## config.mk

```make
export PLATFORM = sky130hd
export DESIGN_NAME = player_ctrl
export DESIGN_NICKNAME = d
export VERILOG_FILES = /design/src/rtl/game_pkg.sv /design/src/rtl/player_ctrl_uart_rx.sv /design/src/rtl/player_ctrl.sv
export SDC_FILE = /design/constraint.sdc
export NUM_CORES = 1
export LEC_CHECK = 0
export CORE_MARGIN = 1.5
export CORE_UTILIZATION = 40
export CTS_CLUSTER_SIZE = 25
export DETAILED_ROUTE_END_ITERATION = 8
export GPL_TIMING_DRIVEN = 0
export PLACE_DENSITY = 0.67
export SLEW_MARGIN = 20
export SYNTH_ARGS = -nofsm -noshare
export SYNTH_HDL_FRONTEND = slang
export SYNTH_SLANG_ARGS = --single-unit
```

## constraint.sdc

```tcl
create_clock -name clk -period 6.3 [get_ports clk]
set_input_delay 1.26 -clock clk [delete_from_list [all_inputs] [get_ports clk]]
set_output_delay 1.26 -clock clk [all_outputs]
set_load 0.01 [all_outputs]
```

## src/rtl/game_pkg.sv

```systemverilog
// Shared game constants: horizontal play range, Bluetooth command bytes,
// player direction encoding and the command decoder used by player_ctrl.
package game_pkg;

  // Horizontal range shared by every stage that works in player x coordinates.
  localparam logic [11:0] X_MIN   = 12'd0;
  localparam logic [11:0] X_MAX   = 12'd600;
  localparam logic [11:0] X_RESET = 12'd300;

  // Uppercase command bytes; lowercase differs only in bit 5.
  localparam logic [7:0] CMD_BYTE_L = 8'h4C;
  localparam logic [7:0] CMD_BYTE_R = 8'h52;
  localparam logic [7:0] CMD_BYTE_S = 8'h53;
  localparam logic [7:0] CMD_BYTE_C = 8'h43;
  localparam logic [7:0] CASE_BIT   = 8'h20;

  typedef enum logic [1:0] {STOP, LEFT, RIGHT} dir_t;

  typedef enum logic [1:0] {RX_IDLE, RX_START, RX_DATA, RX_STOP} rx_state_t;

  typedef enum logic [2:0] {CMD_NONE, CMD_LEFT, CMD_RIGHT, CMD_HALT, CMD_CENTER} cmd_t;

  // Clearing bit 5 folds lowercase letters onto uppercase; only the exact
  // upper/lower pair of each letter maps onto a command byte.
  function automatic cmd_t decode_cmd(input logic [7:0] b);
    logic [7:0] u;
    u = b & ~CASE_BIT;
    case (u)
      CMD_BYTE_L: return CMD_LEFT;
      CMD_BYTE_R: return CMD_RIGHT;
      CMD_BYTE_S: return CMD_HALT;
      CMD_BYTE_C: return CMD_CENTER;
      default:    return CMD_NONE;
    endcase
  endfunction

endpackage

```

## src/rtl/player_ctrl_uart_rx.sv

```systemverilog
// 8N1 UART receiver, LSB first, with a 2-FF input synchronizer.
// valid pulses one cycle with data on a good stop bit; frame_err pulses one
// cycle when the stop bit reads low.
module uart_rx
  import game_pkg::*;
#(
  parameter int unsigned BAUD_DIV = 10416
) (
  input  logic       clk,
  input  logic       rst,
  input  logic       rx,
  output logic [7:0] data,
  output logic       valid,
  output logic       frame_err
);

  localparam int unsigned     CW        = (BAUD_DIV > 2) ? $clog2(BAUD_DIV) : 1;
  localparam logic [CW-1:0]   HALF_LAST = CW'(BAUD_DIV / 2 - 1);
  localparam logic [CW-1:0]   FULL_LAST = CW'(BAUD_DIV - 1);

  rx_state_t     state;
  logic [1:0]    sync;
  logic          rx_s;
  logic [CW-1:0] baud_cnt;
  logic [2:0]    bit_cnt;
  logic [7:0]    shreg;

  always_comb rx_s = sync[1];

  // Receiver FSM: synchronizer, mid-bit sampling and byte/err pulses.
  always_ff @(posedge clk) begin
    if (rst) begin
      sync      <= 2'b11;
      state     <= RX_IDLE;
      baud_cnt  <= '0;
      bit_cnt   <= '0;
      shreg     <= '0;
      data      <= '0;
      valid     <= 1'b0;
      frame_err <= 1'b0;
    end else begin
      sync      <= {sync[0], rx};
      valid     <= 1'b0;
      frame_err <= 1'b0;
      case (state)
        RX_IDLE: begin
          baud_cnt <= '0;
          bit_cnt  <= '0;
          if (!rx_s) state <= RX_START;
        end
        RX_START: begin
          if (baud_cnt == HALF_LAST) begin
            baud_cnt <= '0;
            state    <= rx_s ? RX_IDLE : RX_DATA;
          end else begin
            baud_cnt <= baud_cnt + 1'b1;
          end
        end
        RX_DATA: begin
          if (baud_cnt == FULL_LAST) begin
            baud_cnt <= '0;
            shreg    <= {rx_s, shreg[7:1]};
            bit_cnt  <= bit_cnt + 1'b1;
            if (bit_cnt == 3'd7) state <= RX_STOP;
          end else begin
            baud_cnt <= baud_cnt + 1'b1;
          end
        end
        RX_STOP: begin
          if (baud_cnt == FULL_LAST) begin
            baud_cnt <= '0;
            state    <= RX_IDLE;
            if (rx_s) begin
              data  <= shreg;
              valid <= 1'b1;
            end else begin
              frame_err <= 1'b1;
            end
          end else begin
            baud_cnt <= baud_cnt + 1'b1;
          end
        end
        default: state <= RX_IDLE;
      endcase
    end
  end

endmodule

```

## src/rtl/player_ctrl.sv

```systemverilog
// Player paddle controller: receives Bluetooth command bytes over UART,
// tracks the movement direction and steps the player x position on a
// free-running movement tick while the game is running.
module player_ctrl
  import game_pkg::*;
#(
  parameter int unsigned CLK_HZ   = 100_000_000,
  parameter int unsigned BAUD     = 9600,
  parameter int unsigned TICK_DIV = 2097152,
  parameter int unsigned STEP     = 4
) (
  input  logic        clk,
  input  logic        rst,
  input  logic        rx,
  input  logic        ena,
  output logic [11:0] p_x,
  output logic        moving,
  output logic        cmd_err
);

  localparam int unsigned   BAUD_DIV    = CLK_HZ / BAUD;
  localparam int unsigned   TW          = (TICK_DIV > 2) ? $clog2(TICK_DIV) : 1;
  localparam logic [TW-1:0] TICK_LAST   = TW'(TICK_DIV - 1);
  localparam logic [11:0]   STEP_X      = 12'(STEP);
  localparam logic [11:0]   LEFT_LIMIT  = X_MIN + STEP_X;
  localparam logic [11:0]   RIGHT_LIMIT = X_MAX - STEP_X;

  logic [7:0]    rx_data;
  logic          rx_valid;
  logic          rx_frame_err;
  logic [TW-1:0] tick_cnt;
  logic          tick;
  dir_t          dir;
  cmd_t          cmd;

  uart_rx #(
    .BAUD_DIV(BAUD_DIV)
  ) u_rx (
    .clk       (clk),
    .rst       (rst),
    .rx        (rx),
    .data      (rx_data),
    .valid     (rx_valid),
    .frame_err (rx_frame_err)
  );

  // Decode the received byte and flag the movement tick.
  always_comb begin
    cmd  = decode_cmd(rx_data);
    tick = (tick_cnt == TICK_LAST);
  end

  // Free-running movement tick counter, independent of ena.
  always_ff @(posedge clk) begin
    if (rst)       tick_cnt <= '0;
    else if (tick) tick_cnt <= '0;
    else           tick_cnt <= tick_cnt + 1'b1;
  end

  // Command decode, direction state and clamped position update.
  // Clamp compares run before the add/subtract so p_x never wraps; a
  // recenter in the same cycle as a tick takes priority over the step.
  always_ff @(posedge clk) begin
    if (rst) begin
      p_x     <= X_RESET;
      dir     <= STOP;
      moving  <= 1'b0;
      cmd_err <= 1'b0;
    end else begin
      cmd_err <= rx_frame_err || (rx_valid && (cmd == CMD_NONE));
      if (rx_valid) begin
        case (cmd)
          CMD_LEFT: begin
            dir    <= LEFT;
            moving <= 1'b1;
          end
          CMD_RIGHT: begin
            dir    <= RIGHT;
            moving <= 1'b1;
          end
          CMD_HALT, CMD_CENTER: begin
            dir    <= STOP;
            moving <= 1'b0;
          end
          default: ;
        endcase
      end
      if (rx_valid && (cmd == CMD_CENTER)) begin
        p_x <= X_RESET;
      end else if (tick && ena) begin
        case (dir)
          LEFT:    p_x <= (p_x < LEFT_LIMIT)  ? X_MIN : p_x - STEP_X;
          RIGHT:   p_x <= (p_x > RIGHT_LIMIT) ? X_MAX : p_x + STEP_X;
          default: ;
        endcase
      end
    end
  end

endmodule

```

* After elaboration in Yosys (flattened, before gate mapping)
Index checks and enable logic that the tools add are counted.
** Word-level totals
- Flip-flop bits (word level) :: 76
- Word-level logic and storage cells :: 87
** Cells by class
- Add/sub/neg operators :: 5
- Order comparisons :: 2
- Equal/unequal tests :: 22
- Multiplexer cells :: 20
- Bitwise operators :: 2
- Reduce and logical (&&, ||, !) cells :: 23
** Operators with widths (number)
- 14-bit case mux with 3 select lines :: 1
- 7-bit by 6-bit equality test with 1-bit output, second input constant :: 4
- 14-bit 2-to-1 mux :: 2
- 12-bit 2-to-1 mux :: 2
- 12-bit case mux with 2 select lines :: 1
- 21-bit by 1-bit adder with 21-bit output, second input constant :: 1
- 21-bit equality test, second input constant :: 1
- 14-bit by 1-bit adder with 14-bit output, second input constant :: 1
- 14-bit by 13-bit equality test with 1-bit output, second input constant :: 1
- 14-bit equality test, second input constant :: 1
- 12-bit by 3-bit adder with 12-bit output, second input constant :: 1
- 12-bit by 10-bit > comparator with 1-bit output, second input constant :: 1
- 12-bit by 3-bit < comparator with 1-bit output, second input constant :: 1
- 2-bit 2-to-1 mux :: 6
- 3-bit case mux with 4 select lines :: 1
- 12-bit by 3-bit subtractor with 12-bit output, second input constant :: 1
- 2-bit AND reduction :: 5
- 2-bit OR reduction :: 5
- 2-bit by 1-bit != test with 1-bit output, second input constant :: 4
- 2-bit case mux with 4 select lines :: 1
- 2-bit equality test, second input constant :: 3
- 3-bit by 2-bit equality test with 1-bit output, second input constant :: 2
- 3-bit equality test, second input constant :: 2
- 2-bit case mux with 3 select lines :: 1
- 18 further kinds :: 25

* Logic depth before layout (Yosys ltp)
- Word-level depth :: 6
- Depth in mapped cells :: 8

* Hierarchy
From an unflattened synthesis, not the netlist that was laid out.
** Unflattened totals
- Cells, all modules :: 430
- Area total of the unflattened synthesis :: 3693.5 µm²
** By module, submodules not included
- player_ctrl :: instances 1, cells each 253, area each 2030.7 µm², sequential area each 700.7 µm²
- uart_rx :: instances 1, cells each 177, area each 1662.8 µm², sequential area each 780.7 µm²

* Least setup slack after synthesis
Ideal clock, no wire load.
- Path kind :: input-to-reg
- Start :: input ena
- End :: register p_x[6]
- Library setup time :: 0.116 ns
- Arrival time :: 2.014 ns
- Required time :: 6.184 ns
- Slack :: 4.170 ns
- Cell stages on the path :: 5
- Path buffers :: 1
- Cell sequence :: and3b_1 and3_1 clkbuf_1 o21ai_0 o211a_1
** On the way
- Word-level cells in the longest chain between the ends :: 2
** Ends and longest elaborated chain
- from (decl) :: line player_ctrl.sv:15 : input logic ena,
- 1-bit logical AND :: line player_ctrl.sv:90 : end else if (tick && ena) begin
- 2-bit AND reduction (no line)
- to (signal assigned) :: line player_ctrl.sv:92 : LEFT: p_x <= (p_x < LEFT_LIMIT) ? X_MIN : p_x - STEP_X;
- to (signal assigned) :: line player_ctrl.sv:93 : RIGHT: p_x <= (p_x > RIGHT_LIMIT) ? X_MAX : p_x + STEP_X;
- to (decl) :: line player_ctrl.sv:16 : output logic [11:0] p_x,
Every way passes these cells.
A chain may end at the register's enable or synchronous reset.

* Worst setup path after layout
- Start :: register p_x[3]
- End :: output p_x[3]
No word-level cell between the ends.

==> metrics.md <==
| Metric | Value |
|---|---|
| Result of the run | finished clean |
| Clock net sink count | 73 |
| Mapped Avg Cell Area | 8.64 sq um |
| Fraction of final layout cells with drive strength greater than 1 | 0.0724 |
| Unique masters post-synth | 54 |
| Area share of xor/xnor cells in the synthesized design | 0.0763 |
| Worst stage delay on the critical path | 0.59 ns |
| Area fraction of the dominant cell type after synthesis | 0.411 |
| Critical path class | flip-flop to primary output |
| Nets | 450 |
| Synth area leaders | sky130_fd_sc_hd__dfxtp_1 (41%), sky130_fd_sc_hd__nor2_1 (7.9%), sky130_fd_sc_hd__mux2i_1 (4.8%), sky130_fd_sc_hd__xor2_1 (4.2%), sky130_fd_sc_hd__xnor2_1 (3.4%) |
| Adder-cell area share of the yosys netlist | 0.0281 |
| Dominant combinational cell family by area after synthesis | simple AND/OR/NAND/NOR gates |
| Post-cts gate resize count | 0 |
| Buffering stage count on the worst path with inverters included | 1 |
| Net Sw Power | 0.000194 W |
| Synth Instances | 412 |
| TritonCTS clock tree | done |
| Post-route antenna net violation count | 0 |
| Maximum level of the CTS H-tree | 3 |
| Chip Height | 97.3 um |
| Part of the total power dissipated in combinational logic | 0.049 |
| Post CTS Setup Buffer Count | 0 |
| Number of hold-slack violations in the final timing report | 0 |
| Fraction of power consumed by the clock network | 0.410 |
| Fraction of synthesized area in multiplexers | 0.0510 |
| CP max-delay cell | sky130_fd_sc_hd__clkdlybuf4s50_1 |
| Top cell types by occurrence after synthesis | sky130_fd_sc_hd__nor2_1 (75), sky130_fd_sc_hd__dfxtp_1 (73), sky130_fd_sc_hd__nand2_1 (18) |
| Number of filler instances in the final layout | 859 |
| Vias in the first global route | 2728 |
| First-pass GRT wire length | 12600 um |
| Post-layout util | 0.464 |
| Hold buffer count at cts | 0 |
| Largest buffer count on any clock path | 2 |
| Initial cell density of the core | 0.410 |
| Layout area overhead | 13.1% |
| Main synth FF type | sky130_fd_sc_hd__dfxtp_1 |
| Proportion of synthesized chip area in sequential cells | 0.411 |
| Crit share post-route | 0.423 |
| Power Density | 217 nW/um^2 |
| Total track usage | 0.161 |
| Reported leakage power | 1.50 nW |
| Maximum number of pins on one net before global-route repair | 12 |
| Antenna Diode Count | 0 |
| Wire per inst | 13.2 um |
| CP delay by family, top | buffers and inverters |
| Post-Syn Area | 3560 sq um |
| Clk_lat worst skew | approximately 0.34 ns |
| Detailed-router iteration count before antenna repair | 4 |
| Transition time at the pin with the least slew margin | 0.754 ns |
| Clk Tree Root Cell | sky130_fd_sc_hd__clkbuf_8 |
| Setup repair after global routing missed its margin | no |
| Simple-gate share of the synthesized area | 0.276 |
| Detailed placement HPWL | 5130 um |
| Post-synthesis cell type with the largest combined area | sky130_fd_sc_hd__dfxtp_1 |
| Floorplan row count | 34 |
| Total wire length after detailed routing | approximately 7200 um |
| Number of I/O pins | 18 |
| Seq pwr share | 0.542 |
| Compound-cell area share of the yosys netlist | 0.110 |
| Maximum clock rate | 0.376 GHz |
| Global route overflow | 0 |
| Highest fanout seen on the critical path | 8 |
| Number of max-cap violations | 0 |
| Critical Path Start Type | flip-flop |
| Vias | 2918 |
| Type of the tightest min-delay check | flip-flop to flip-flop |
| Hold Worst Slack | 0.411 ns |
| Critical Path AT | 1.40 ns |
| Internal Pwr Total | 0.000677 W |
| Final setup violation count | 0 |
| GP Congestion | 0.888 |
| Total CTS buffers | 9 |
| Crit end category | primary output |
| Ys Warns | 0 |
| Switching Fraction | 0.223 |
| Final worst path period need | 2.66 ns |
| Number of register bits inferred by synthesis | 73 |
| TNS Setup | 0 ns |
| Final max-slew violation count | 0 |
| Maximum VDD drop | 157 uV |
| Initial DRC Count | 118 |
| Dominant cell by count in the synthesized netlist | sky130_fd_sc_hd__nor2_1 |
| Initial antenna violation count | 0 |
| Slew margin rel. | 0.490 |
| Total of buffers placed on input and output ports | 14 |
| Proportion of synthesized flip-flops having asynchronous set or reset | 0 |
| EDFF count, synth | 0 |
| Number of DRC violations after detailed routing | 0 |
| Vias/cell | about 5.3 |
| Die Wd | between 90 and 100 um |
| CORE AREA | 8680 sq um |
| Cell-by-cell listing of the critical path | clkdlybuf4s50_1 |
| CP Data Required Time | approximately 5 ns |
| Reg clk slew, reported paths | 0.07 ns |
| Overall die area | 9470 sq um |
| Setup clock skew after layout | 0.0103 ns |
[power by group through the flow]
stage,Clock (W),Sequential [W],Combinational (W)
after global placement,0,0.000482,0.0000414
after global routing,0.000385,0.000473,0.0000472
after CTS,0.000368,0.000472,0.0000422
after detailed placement,0,0.000483,0.0000419
after floorplan,0,0.000481,0.0000296
final,0.000357,0.000472,0.0000423
[per-layer routing]
layer / global-route usage / up-vias / part of all wire
met1: 0.205 / 1347 / 0.48
li1: - / 1509 / -
met4: 0.0604 / 0 / 0.014
met2: 0.263 / 52 / 0.47
met3: 0.0396 / 10 / 0.037
met5: 0 / - / 0
[kinds of logic after synthesis]
logic type,count (synthesis)
muxes,18
adders and majority gates,8
and+or+nand+nor,186
xor gates and xnor gates,31
other,1
DFF,73
buffers and inverters,35
AOI/OAI and AO/OA,60
[state kept, by name, indices dropped and copies added (netlist names)]
register / flops
cmd_err: 1
dir: 2
moving: 1
p_x: 10
tick_cnt: 21
u_rx.baud_cnt: 14
u_rx.bit_cnt: 3
u_rx.data: 7
u_rx.frame_err: 1
u_rx.shreg: 8
u_rx.state: 2
u_rx.sync: 2
u_rx.valid: 1
[worst paths after layout]
path                     start      endpoint  slack [ns]  cells after the start
setup / recovery        p_x[3]        p_x[3]        3.64                      1
hold reg to reg   u_rx.sync[0]  u_rx.sync[1]        0.41                      1
hold / removal    u_rx.sync[0]  u_rx.sync[1]        0.41                      1
setup reg to reg        p_x[2]        p_x[7]        3.79                      7
[metrics by stage]
step | area (sq um) | cells | total power (W) | setup slack (ns)
2_1_floorplan | 3560 | 413 | 0.000511 | 4.17
3_3_place_gp | 3840 | 535 | 0.000524 | 3.45
3_5_place_dp | 3840 | 535 | 0.000524 | 3.43
4_1_cts | 4030 | 550 | 0.000882 | 3.62
5_1_grt | 4030 | 550 | 0.000905 | 3.56
6_report | 4030 | 550 | 0.000871 | 3.64
[layout by cell type (no fill, tap or decap), types with 3 or more instances in the layout]
| cell type | netlist | final |
|---|---|---|
| sky130_fd_sc_hd__and4_1 | 6 | 6 |
| sky130_fd_sc_hd__nor4_1 | 3 | 3 |
| sky130_fd_sc_hd__xnor2_1 | 14 | 14 |
| sky130_fd_sc_hd__clkdlybuf4s50_1 | 0 | 14 |
| sky130_fd_sc_hd__dfxtp_1 | 73 | 73 |
| sky130_fd_sc_hd__inv_1 | 13 | 13 |
| sky130_fd_sc_hd__mux2i_1 | 17 | 17 |
| sky130_fd_sc_hd__nor2_1 | 75 | 75 |
| sky130_fd_sc_hd__xor2_1 | 17 | 17 |
| sky130_fd_sc_hd__nand4_1 | 12 | 12 |
| sky130_fd_sc_hd__nand2b_1 | 4 | 4 |
| sky130_fd_sc_hd__o211ai_1 | 4 | 4 |
| sky130_fd_sc_hd__o31ai_1 | 6 | 6 |
| sky130_fd_sc_hd__nand2_1 | 18 | 18 |
| sky130_fd_sc_hd__a22oi_1 | 4 | 4 |
| sky130_fd_sc_hd__ha_1 | 8 | 8 |
| sky130_fd_sc_hd__clkbuf_8 | 0 | 10 |
| sky130_fd_sc_hd__clkbuf_1 | 11 | 14 |
| sky130_fd_sc_hd__nand3_1 | 17 | 17 |
| sky130_fd_sc_hd__nor3_1 | 9 | 9 |
| sky130_fd_sc_hd__and3_1 | 10 | 10 |
| sky130_fd_sc_hd__a21oi_1 | 15 | 15 |
| sky130_fd_sc_hd__buf_6 | 3 | 3 |
| sky130_fd_sc_hd__a31oi_1 | 6 | 6 |
| sky130_fd_sc_hd__buf_2 | 6 | 6 |
| sky130_fd_sc_hd__or2_2 | 4 | 4 |
| sky130_fd_sc_hd__nor2b_1 | 3 | 3 |
| sky130_fd_sc_hd__o21ai_0 | 11 | 11 |
| sky130_fd_sc_hd__nor4b_1 | 3 | 3 |
| sky130_fd_sc_hd__nor3b_1 | 5 | 5 |
[area by class of cell]
type                    instances  area [sq um]  share of cell area
multi-input cells             305          1930               0.480
flip-flops and latches         73          1460               0.363
clock buffers                  13           149              0.0370
repair buffers                 14           140              0.0348
well taps                     108           135              0.0336
plain buffers                  22           120              0.0298
inverters                      13          48.8              0.0121
clock inverters                 2          38.8             0.00964
(Power assumes the default switching activity.)
